File: config.mk
export PLATFORM = sky130hd
export DESIGN_NAME = mul_accumulator_flat
export DESIGN_NICKNAME = d
export VERILOG_FILES = /design/src/rtl/mul_acc_pkg.sv /design/src/rtl/mul_accumulator_if.sv /design/src/rtl/mul_accumulator_acc_clip.sv /design/src/rtl/mul_accumulator.sv /design/src/flat_wrapper.sv
export SDC_FILE = /design/constraint.sdc
export NUM_CORES = 1
export LEC_CHECK = 0
export BUFFER_PORTS_ARGS = -buffer_cell sky130_fd_sc_hd__buf_2
export CAP_MARGIN = 20
export CORE_MARGIN = 10
export CORE_UTILIZATION = 59
export DETAILED_ROUTE_END_ITERATION = 7
export GPL_ROUTABILITY_DRIVEN = 0
export PLACE_DENSITY_LB_ADDON = 0.08
export REMOVE_ABC_BUFFERS = 1
export SLEW_MARGIN = 20
export SYNTH_ARGS = -nofsm -noshare
export SYNTH_HDL_FRONTEND = slang
export SYNTH_SLANG_ARGS = --single-unit
File: constraint.sdc
create_clock -name clk -period 5.25 [get_ports clk]
set_input_delay 0.2625 -clock clk [delete_from_list [all_inputs] [get_ports clk]]
set_output_delay 0.2625 -clock clk [all_outputs]
set_load 0.02 [all_outputs]
File: src/rtl/mul_acc_pkg.sv
// Shared types and constants for the product accumulator.
package mul_acc_pkg;

    typedef enum logic {
        ACCUM  = 1'b0,
        OUTPUT = 1'b1
    } state_t;

    localparam int DEF_WIDTH = 8;
    localparam int DEF_LEN   = 4;
    localparam int DEF_OUT_W = 16;

    // One guard bit on top of log2(LEN) growth keeps the signed sum exact.
    function automatic int acc_width(input int width, input int len);
        return 2 * width + $clog2(len) + 1;
    endfunction

endpackage

File: src/rtl/mul_accumulator_if.sv
// Product-in / sum-out valid-ready bundle between multiplier, accumulator and next stage.
interface mul_accumulator_if #(
    parameter int WIDTH = 8,
    parameter int OUT_W = 16
);
    logic                        valid_in;
    logic signed [2*WIDTH-1:0]   product;
    logic                        ready_in;
    logic                        valid_out;
    logic signed [OUT_W-1:0]     sum;
    logic                        ready_out;
    logic                        ovf;

    modport slave (
        input  valid_in, product, ready_out,
        output ready_in, valid_out, sum, ovf
    );

    modport master (
        output valid_in, product, ready_out,
        input  ready_in, valid_out, sum, ovf
    );
endinterface

File: src/rtl/mul_accumulator_acc_clip.sv
// Narrows the full-precision accumulator to OUT_W bits: wraps by default,
// saturates with an overflow flag when MUL_ACC_SAT_EN is defined.
module acc_clip #(
    parameter int ACC_W = 19,
    parameter int OUT_W = 16
) (
    input  logic signed [ACC_W-1:0] i_acc,
    output logic signed [OUT_W-1:0] sum_n,
    output logic                    ovf_n
);

    generate
        if (OUT_W >= ACC_W) begin : g_wide
            assign sum_n = OUT_W'(i_acc);
            assign ovf_n = 1'b0;
        end else begin : g_narrow
`ifdef MUL_ACC_SAT_EN
            // Value fits when all bits from the OUT_W sign bit upward agree.
            function automatic logic fits(input logic signed [ACC_W-1:0] v);
                logic [ACC_W-OUT_W:0] hi;
                hi = v[ACC_W-1:OUT_W-1];
                return (&hi) || (~|hi);
            endfunction

            function automatic logic signed [OUT_W-1:0] sat_clip(input logic signed [ACC_W-1:0] v);
                if (fits(v))
                    return v[OUT_W-1:0];
                else if (v[ACC_W-1])
                    return {1'b1, {(OUT_W-1){1'b0}}};
                else
                    return {1'b0, {(OUT_W-1){1'b1}}};
            endfunction

            assign sum_n = sat_clip(i_acc);
            assign ovf_n = ~fits(i_acc);
`else
            logic w_unused_hi;
            assign w_unused_hi = ^i_acc[ACC_W-1:OUT_W];
            assign sum_n       = i_acc[OUT_W-1:0];
            assign ovf_n       = 1'b0;
`endif
        end
    endgenerate

endmodule

File: src/rtl/mul_accumulator.sv
// Accumulates LEN signed products into one dot-product sum and hands it downstream.
// Optional saturation of the narrowed sum: define MUL_ACC_SAT_EN.
module mul_accumulator
    import mul_acc_pkg::*;
#(
    parameter int WIDTH = DEF_WIDTH,
    parameter int LEN   = DEF_LEN,
    parameter int OUT_W = DEF_OUT_W
) (
    input  logic            clk,
    input  logic            rst,
    mul_accumulator_if.slave bus
);

    localparam int PW    = 2 * WIDTH;
    localparam int ACC_W = acc_width(WIDTH, LEN);
    localparam int CNT_W = (LEN > 1) ? $clog2(LEN) : 1;

    state_t                  r_state;
    state_t                  w_next_state;
    logic signed [ACC_W-1:0] r_acc;
    logic        [CNT_W-1:0] r_cnt;
    logic signed [OUT_W-1:0] r_sum;
    logic                    r_ovf;

    logic                    w_ready_in;
    logic                    w_valid_out;
    logic                    w_accept;
    logic                    w_last;
    logic signed [ACC_W-1:0] w_prod_ext;
    logic signed [ACC_W-1:0] w_acc_sum;
    logic signed [OUT_W-1:0] w_sum_n;
    logic                    w_ovf_n;

    assign w_accept   = bus.valid_in && w_ready_in;
    assign w_last     = (r_cnt == CNT_W'(LEN - 1));
    assign w_prod_ext = {{(ACC_W-PW){bus.product[PW-1]}}, bus.product};
    assign w_acc_sum  = r_acc + w_prod_ext;

    acc_clip #(
        .ACC_W (ACC_W),
        .OUT_W (OUT_W)
    ) u_acc_clip (
        .i_acc (w_acc_sum),
        .sum_n (w_sum_n),
        .ovf_n (w_ovf_n)
    );

    always_comb begin
        w_next_state = r_state;
        w_ready_in   = 1'b0;
        w_valid_out  = 1'b0;
        case (r_state)
            ACCUM: begin
                w_ready_in = 1'b1;
                if (bus.valid_in && w_last)
                    w_next_state = OUTPUT;
            end
            OUTPUT: begin
                w_valid_out = 1'b1;
                if (bus.ready_out)
                    w_next_state = ACCUM;
            end
            default: w_next_state = ACCUM;
        endcase
    end

    always_ff @(posedge clk or posedge rst) begin
        if (rst) begin
            r_state <= ACCUM;
            r_acc   <= '0;
            r_cnt   <= '0;
            r_sum   <= '0;
            r_ovf   <= 1'b0;
        end else begin
            r_state <= w_next_state;
            if (w_accept) begin
                if (w_last) begin
                    r_sum <= w_sum_n;
                    r_ovf <= w_ovf_n;
                    r_acc <= '0;
                    r_cnt <= '0;
                end else begin
                    r_acc <= w_acc_sum;
                    r_cnt <= r_cnt + CNT_W'(1);
                end
            end else if (w_valid_out && bus.ready_out) begin
                r_ovf <= 1'b0;
            end
        end
    end

    assign bus.ready_in  = w_ready_in;
    assign bus.valid_out = w_valid_out;
    assign bus.sum       = r_sum;
    assign bus.ovf       = r_ovf;

endmodule
File: src/flat_wrapper.sv
// flat-port wrapper written by rule: the top's interface ports become plain ports
module mul_accumulator_flat import mul_acc_pkg::*;
#(
    parameter int WIDTH = DEF_WIDTH,
    parameter int LEN   = DEF_LEN,
    parameter int OUT_W = DEF_OUT_W
)
  (clk, rst, bus_valid_in, bus_product, bus_ready_out, bus_ready_in, bus_valid_out, bus_sum, bus_ovf);
  mul_accumulator_if #(.WIDTH(WIDTH), .OUT_W(OUT_W)) bus_i ();
  input  logic clk;
  input  logic rst;
  input wire logic [$bits(bus_i.valid_in)-1:0] bus_valid_in;
  input wire logic [$bits(bus_i.product)-1:0] bus_product;
  input wire logic [$bits(bus_i.ready_out)-1:0] bus_ready_out;
  output wire logic [$bits(bus_i.ready_in)-1:0] bus_ready_in;
  output wire logic [$bits(bus_i.valid_out)-1:0] bus_valid_out;
  output wire logic [$bits(bus_i.sum)-1:0] bus_sum;
  output wire logic [$bits(bus_i.ovf)-1:0] bus_ovf;
  assign bus_i.valid_in = bus_valid_in;
  assign bus_i.product = bus_product;
  assign bus_i.ready_out = bus_ready_out;
  assign bus_ready_in = bus_i.ready_in;
  assign bus_valid_out = bus_i.valid_out;
  assign bus_sum = bus_i.sum;
  assign bus_ovf = bus_i.ovf;
  mul_accumulator #(.WIDTH(WIDTH), .LEN(LEN), .OUT_W(OUT_W)) u_core (.clk(clk), .rst(rst), .bus(bus_i));
endmodule
---- Word-level counts from Yosys, hierarchy flattened ----
Index checks and enable logic that the tools add are counted.
operators by class
  reduce and logical (&&, ||, !) cells .... 6
  $lt $le $gt $ge ......................... 0
  muxes and demuxes ....................... 10
  shift-type cells ........................ 0
  bitwise logic cells ..................... 1
  divide/modulo/power cells ............... 0
  multiply operators ...................... 0
  equal/unequal tests ..................... 2
  $add $sub $neg .......................... 2
operator list
  kind                   number
  $add A19 B16 Y19       1
  $mux W19               1
  $mux W1                7
  $reduce_and A2 Y1      2
  $logic_and A1 B1 Y1    3
  $add A2 B1 Y2 const B  1
  $eq A2 B2 Y1 const B   1
  $mux W2                1
  $ne A2 B2 Y1 const B   1
  $pmux W1 S2            1
  $reduce_bool A2 Y1     1
  $not A1 Y1             1
word-level totals
  memories kept ........................... 0
  bits in registers ....................... 39
  output and inout bits ................... 19
  bits in writable memories ............... 0
  logic and storage cells ................. 26
  bits of input ports ..................... 20
  bits in latches ......................... 0
  memory bits (read-only) ................. 0

---- Logic depth before layout (Yosys ltp) ----
  depth in word-level cells ............... 4
  mapped depth ............................ 8
  depth with buffers taken out ............ 8

---- Cells and area by module ----
Synthesis repeated with hierarchy kept, for this count alone.
second synthesis, totals
  cell total of the unflattened synthesis .. 230
  area total of the unflattened synthesis .. 2447.3 µm²
by module, submodules not included
  module           cells each  times used  sequential area each (µm²)  area each (µm²)
  mul_accumulator  212         1           975.9                       2316.0
  acc_clip         18          1           0.0                         131.4

---- Worst setup path before layout ----
OpenSTA, ideal clock, no wires.
  path type ............................... register -> register
  start point ............................. register u_core.r_acc[0]
  end point ............................... register u_core.r_acc[10]
  data arrival time ....................... 2.050 ns
  slack ................................... 3.078 ns
  period minus slack after synthesis ...... 2.172 ns
  cell stages (with the launch flop) ...... 9
  buffers on the path ..................... 0
  data required time ...................... 5.128 ns
  library setup time ...................... 0.122 ns
  cells stage by stage .................... dfrtp_1 -> ha_1 -> fa_1 -> a21oi_1 -> o22ai_1 -> o21bai_1 -> a31oi_1 -> or3_1 -> a32o_1
between the ends
  cells in the longest elaborated chain, start to end .. 2
ends and longest elaborated chain
  item                    line                   source
  from (decl)             mul_accumulator.sv:21  logic signed [ACC_W-1:0] r_acc;
  from (signal assigned)  mul_accumulator.sv:84  r_acc <= w_acc_sum;
  $add A19 B16 Y19        mul_accumulator.sv:38  assign w_acc_sum = r_acc + w_prod_ext;
  $mux W19                mul_accumulator.sv:78  if (w_last) begin
Every way passes these cells.
A chain may end at the register's enable or synchronous reset.

---- Worst setup path in the final report ----
  start point ............................. register u_core.r_acc[0]
  end point ............................... register u_core.r_acc[14]
The elaborated chain is that of the path after synthesis.

==> metrics <==
WHS 4.01 ps; maximum VDD drop 0.000338 V; Crit Path Max Fanout 3; largest net degree at the start of global routing 36; gr ovfl total 0; maxcap violations 0; placed insts 306; min Tclk post-route 2360 ps; Post-synth EDFFs 0; Critical Path Most Common Cell a21oi_1; Post-Route WL 4400 µm; Tcrit/Tclk final 0.450; kind of critical path flip-flop to flip-flop; HPWL Detailed 3480 µm; YS warnings 0; compound-cell area share of the yosys netlist 0.226; Via Count about 1800; Die Height 79.2 µm; first-pass iteration count of the detailed router 4; crit path DAT between 2000 and 3000 ps; total die area 6270 µm²; Post-CTS Setup Bufs 0; All-Layer GR Usage 0.152; CTS Buffer Depth 2; first-pass GRT wire length 7960 µm; Row Count 21; Core Util, Final 0.698; DRC viols 0; clock latency on the worst-skew pair roughly 340 ps; CTS tree built; PwrDens roughly 620 nW/µm²; Worst Path Required 5480 ps; outcome completed; Starting Density 0.615; H-tree levels 2; initial antenna violation count 0; core footprint 3360 µm²; FMAX 423 MHz; cts repair resizes 0; count of different cell masters after synthesis 42; Via density 5.59; antenna cells 0; fin. max-slew vios 0; path depth of the worst reg2reg path 8; part of the Yosys area used for sequential elements 0.423; setup_tns 0 ps; syn_area_per_cell around 9.0 µm²; CTS root buffer clkbuf_4; # setup viols final 0; Antenna Violating Nets Remaining 0; num ports 39; largest family of logic cells by synthesized area compound AO/OA/AOI/OAI gates; Final Hold Vio Count 0; I/O Buffers 37; Synth Area in XOR/XNOR 0.0339; CTS Hold Bufs 0; relative slew slack 0.437; # fillers 294; CP startpoint kind flip-flop; synthesized cell area between 2000 and 2500 µm²; skew final 5.52 ps; mux contribution to synthesized area 0; Synth Area in Adders 0.106; leakage power about 1.2 nW; vias in the first global route 1844; CP endpoint kind flip-flop; FFs w/ async S/R, synth 1.00; crit-path max cell delay 410 ps; Inserted Clock Buffers 5; CTS sink cnt 35; top_reg_cell synth dfrtp_1; HP Class input pin to asynchronous set/reset pin; Die Width 79.2 µm; area grow syn2layout 13.6%; WL/cell 14.1 µm; Mapped Cells 229; RSZ-0062 raised after global routing no; nets@finish slightly above 300; FF+latch count, synth 35; First DRT Iteration DRCs 116; Worst path slowest cell fa_1; Cell Chain, Critical Path ha_1 > fa_1 > a21oi_1 > o22ai_1 > o21ai_0 > a21oi_1 > o21a_1 > o41ai_1; post-synthesis simple-gate area fraction 0.180; slew at the pin closest to its max-slew limit 842 ps; Post-Layout Cell Count 313; Worst-path clk slew 100 ps; layout cells sized above 1 0.199
[final cells by class]
type,count,area (µm²),area share
clock buffer,6,51.3,0.0218
clock inverter,1,5.00,0.00213
inverter,7,26.3,0.0112
multi-input combinational,179,1130,0.482
sequential,35,876,0.373
tap,46,57.6,0.0245
timing repair buffer,39,200,0.0852
[kinds of logic (layout without fill, tap and decap cells)]
logic type,Yosys count,after routing
XOR/XNOR,8,8
buffers and inverters,15,53
AND/OR/NAND/NOR,85,85
AO/OA/AOI/OAI,68,68
flip-flops,35,35
other,1,1
adder cells (fa/ha/maj),17,17
[where the power goes]
group	switching, W	leakage (nW)	internal (W)
clock network	0.0000849	0.0341	0.0000620
registers	0.0000705	0.434	0.000397
logic	0.000504	0.687	0.000330
[layout by cell type (no fill, tap or decap), drive strengths merged, types with 2 or more instances in the layout]
cell type  synthesis  routed
o31ai             12      12
nor2b              3       3
clkbuf             7       6
inv                7       7
o21ai             17      17
a21o               3       3
o21a               4       4
o41ai              4       4
o211ai             3       3
ha                16      16
nor2              14      14
xor2               4       4
xnor2              4       4
buf                1      39
a31oi              3       3
a21oi             12      12
dfrtp             35      35
nand3              7       7
nor3               7       7
nand2             48      48
or3                2       2
[metal layers]
layer | global-route usage | routed length (µm) | vias up
li1 | - | - | 904
met4 | 0.0448 | 46 | 0
met2 | 0.251 | 2040 | 36
met3 | 0.0597 | 293 | 5
met5 | 0 | 0 | -
met1 | 0.177 | 2020 | 806
[Yosys cell counts, types with 3 or more instances]
| cell type | n | area share |
|---|---|---|
| o41ai_1 | 4 | 0.017 |
| dfrtp_1 | 35 | 0.42 |
| o31ai_1 | 12 | 0.044 |
| nand2_1 | 48 | 0.087 |
| o21a_1 | 4 | 0.015 |
| inv_1 | 7 | 0.013 |
| a31oi_1 | 3 | 0.0091 |
| nor3_1 | 7 | 0.017 |
| ha_1 | 16 | 0.097 |
| o21ai_0 | 14 | 0.034 |
| xor2_1 | 4 | 0.017 |
| a21oi_1 | 11 | 0.027 |
| nor2b_1 | 3 | 0.0091 |
| nand3_1 | 7 | 0.017 |
| a21o_1 | 3 | 0.011 |
| nor2_1 | 12 | 0.022 |
| clkbuf_1 | 7 | 0.013 |
| xnor2_1 | 4 | 0.017 |
[state kept, by name, summed over array words and instances (netlist names)]
| register | count |
|---|---|
| u_core.r_cnt | 2 |
| u_core.r_state | 1 |
| u_core.bus.sum | 16 |
| u_core.r_acc | 16 |
[metrics by stage]
step           setup WS, ps  power (W)  instance area, µm²
6_report               2890    0.00145                2350
2_1_floorplan          3080    0.00110                2030
4_1_cts                2870    0.00146                2350
3_3_place_gp           2950    0.00129                2290
5_1_grt                2700    0.00159                2350
3_5_place_dp           2880    0.00131                2290
[final timing paths]
| kind | slack [ps] | to | start |
|---|---|---|---|
| hold / removal | 4 | u_core.bus.sum[0] | rst |
| setup reg to reg | 2890 | u_core.r_acc[14] | u_core.r_acc[0] |
| max in group asynchronous | 4920 | u_core.r_acc[5] | rst |
| min in group clk | 100 | u_core.r_state | bus_ready_out |
| hold reg to reg | 480 | u_core.bus.sum[4] | u_core.bus.sum[4] |
| setup / recovery | 2890 | u_core.r_acc[14] | u_core.r_acc[0] |
[critical path: cells and delay by family, from the launching register on]
family | cells | cell delay (ps)
AO/OA/AOI/OAI | 6 | 1240
adder cells (fa/ha/maj) | 2 | 620
flip-flops | 1 | 400
(Power assumes the default switching activity.)
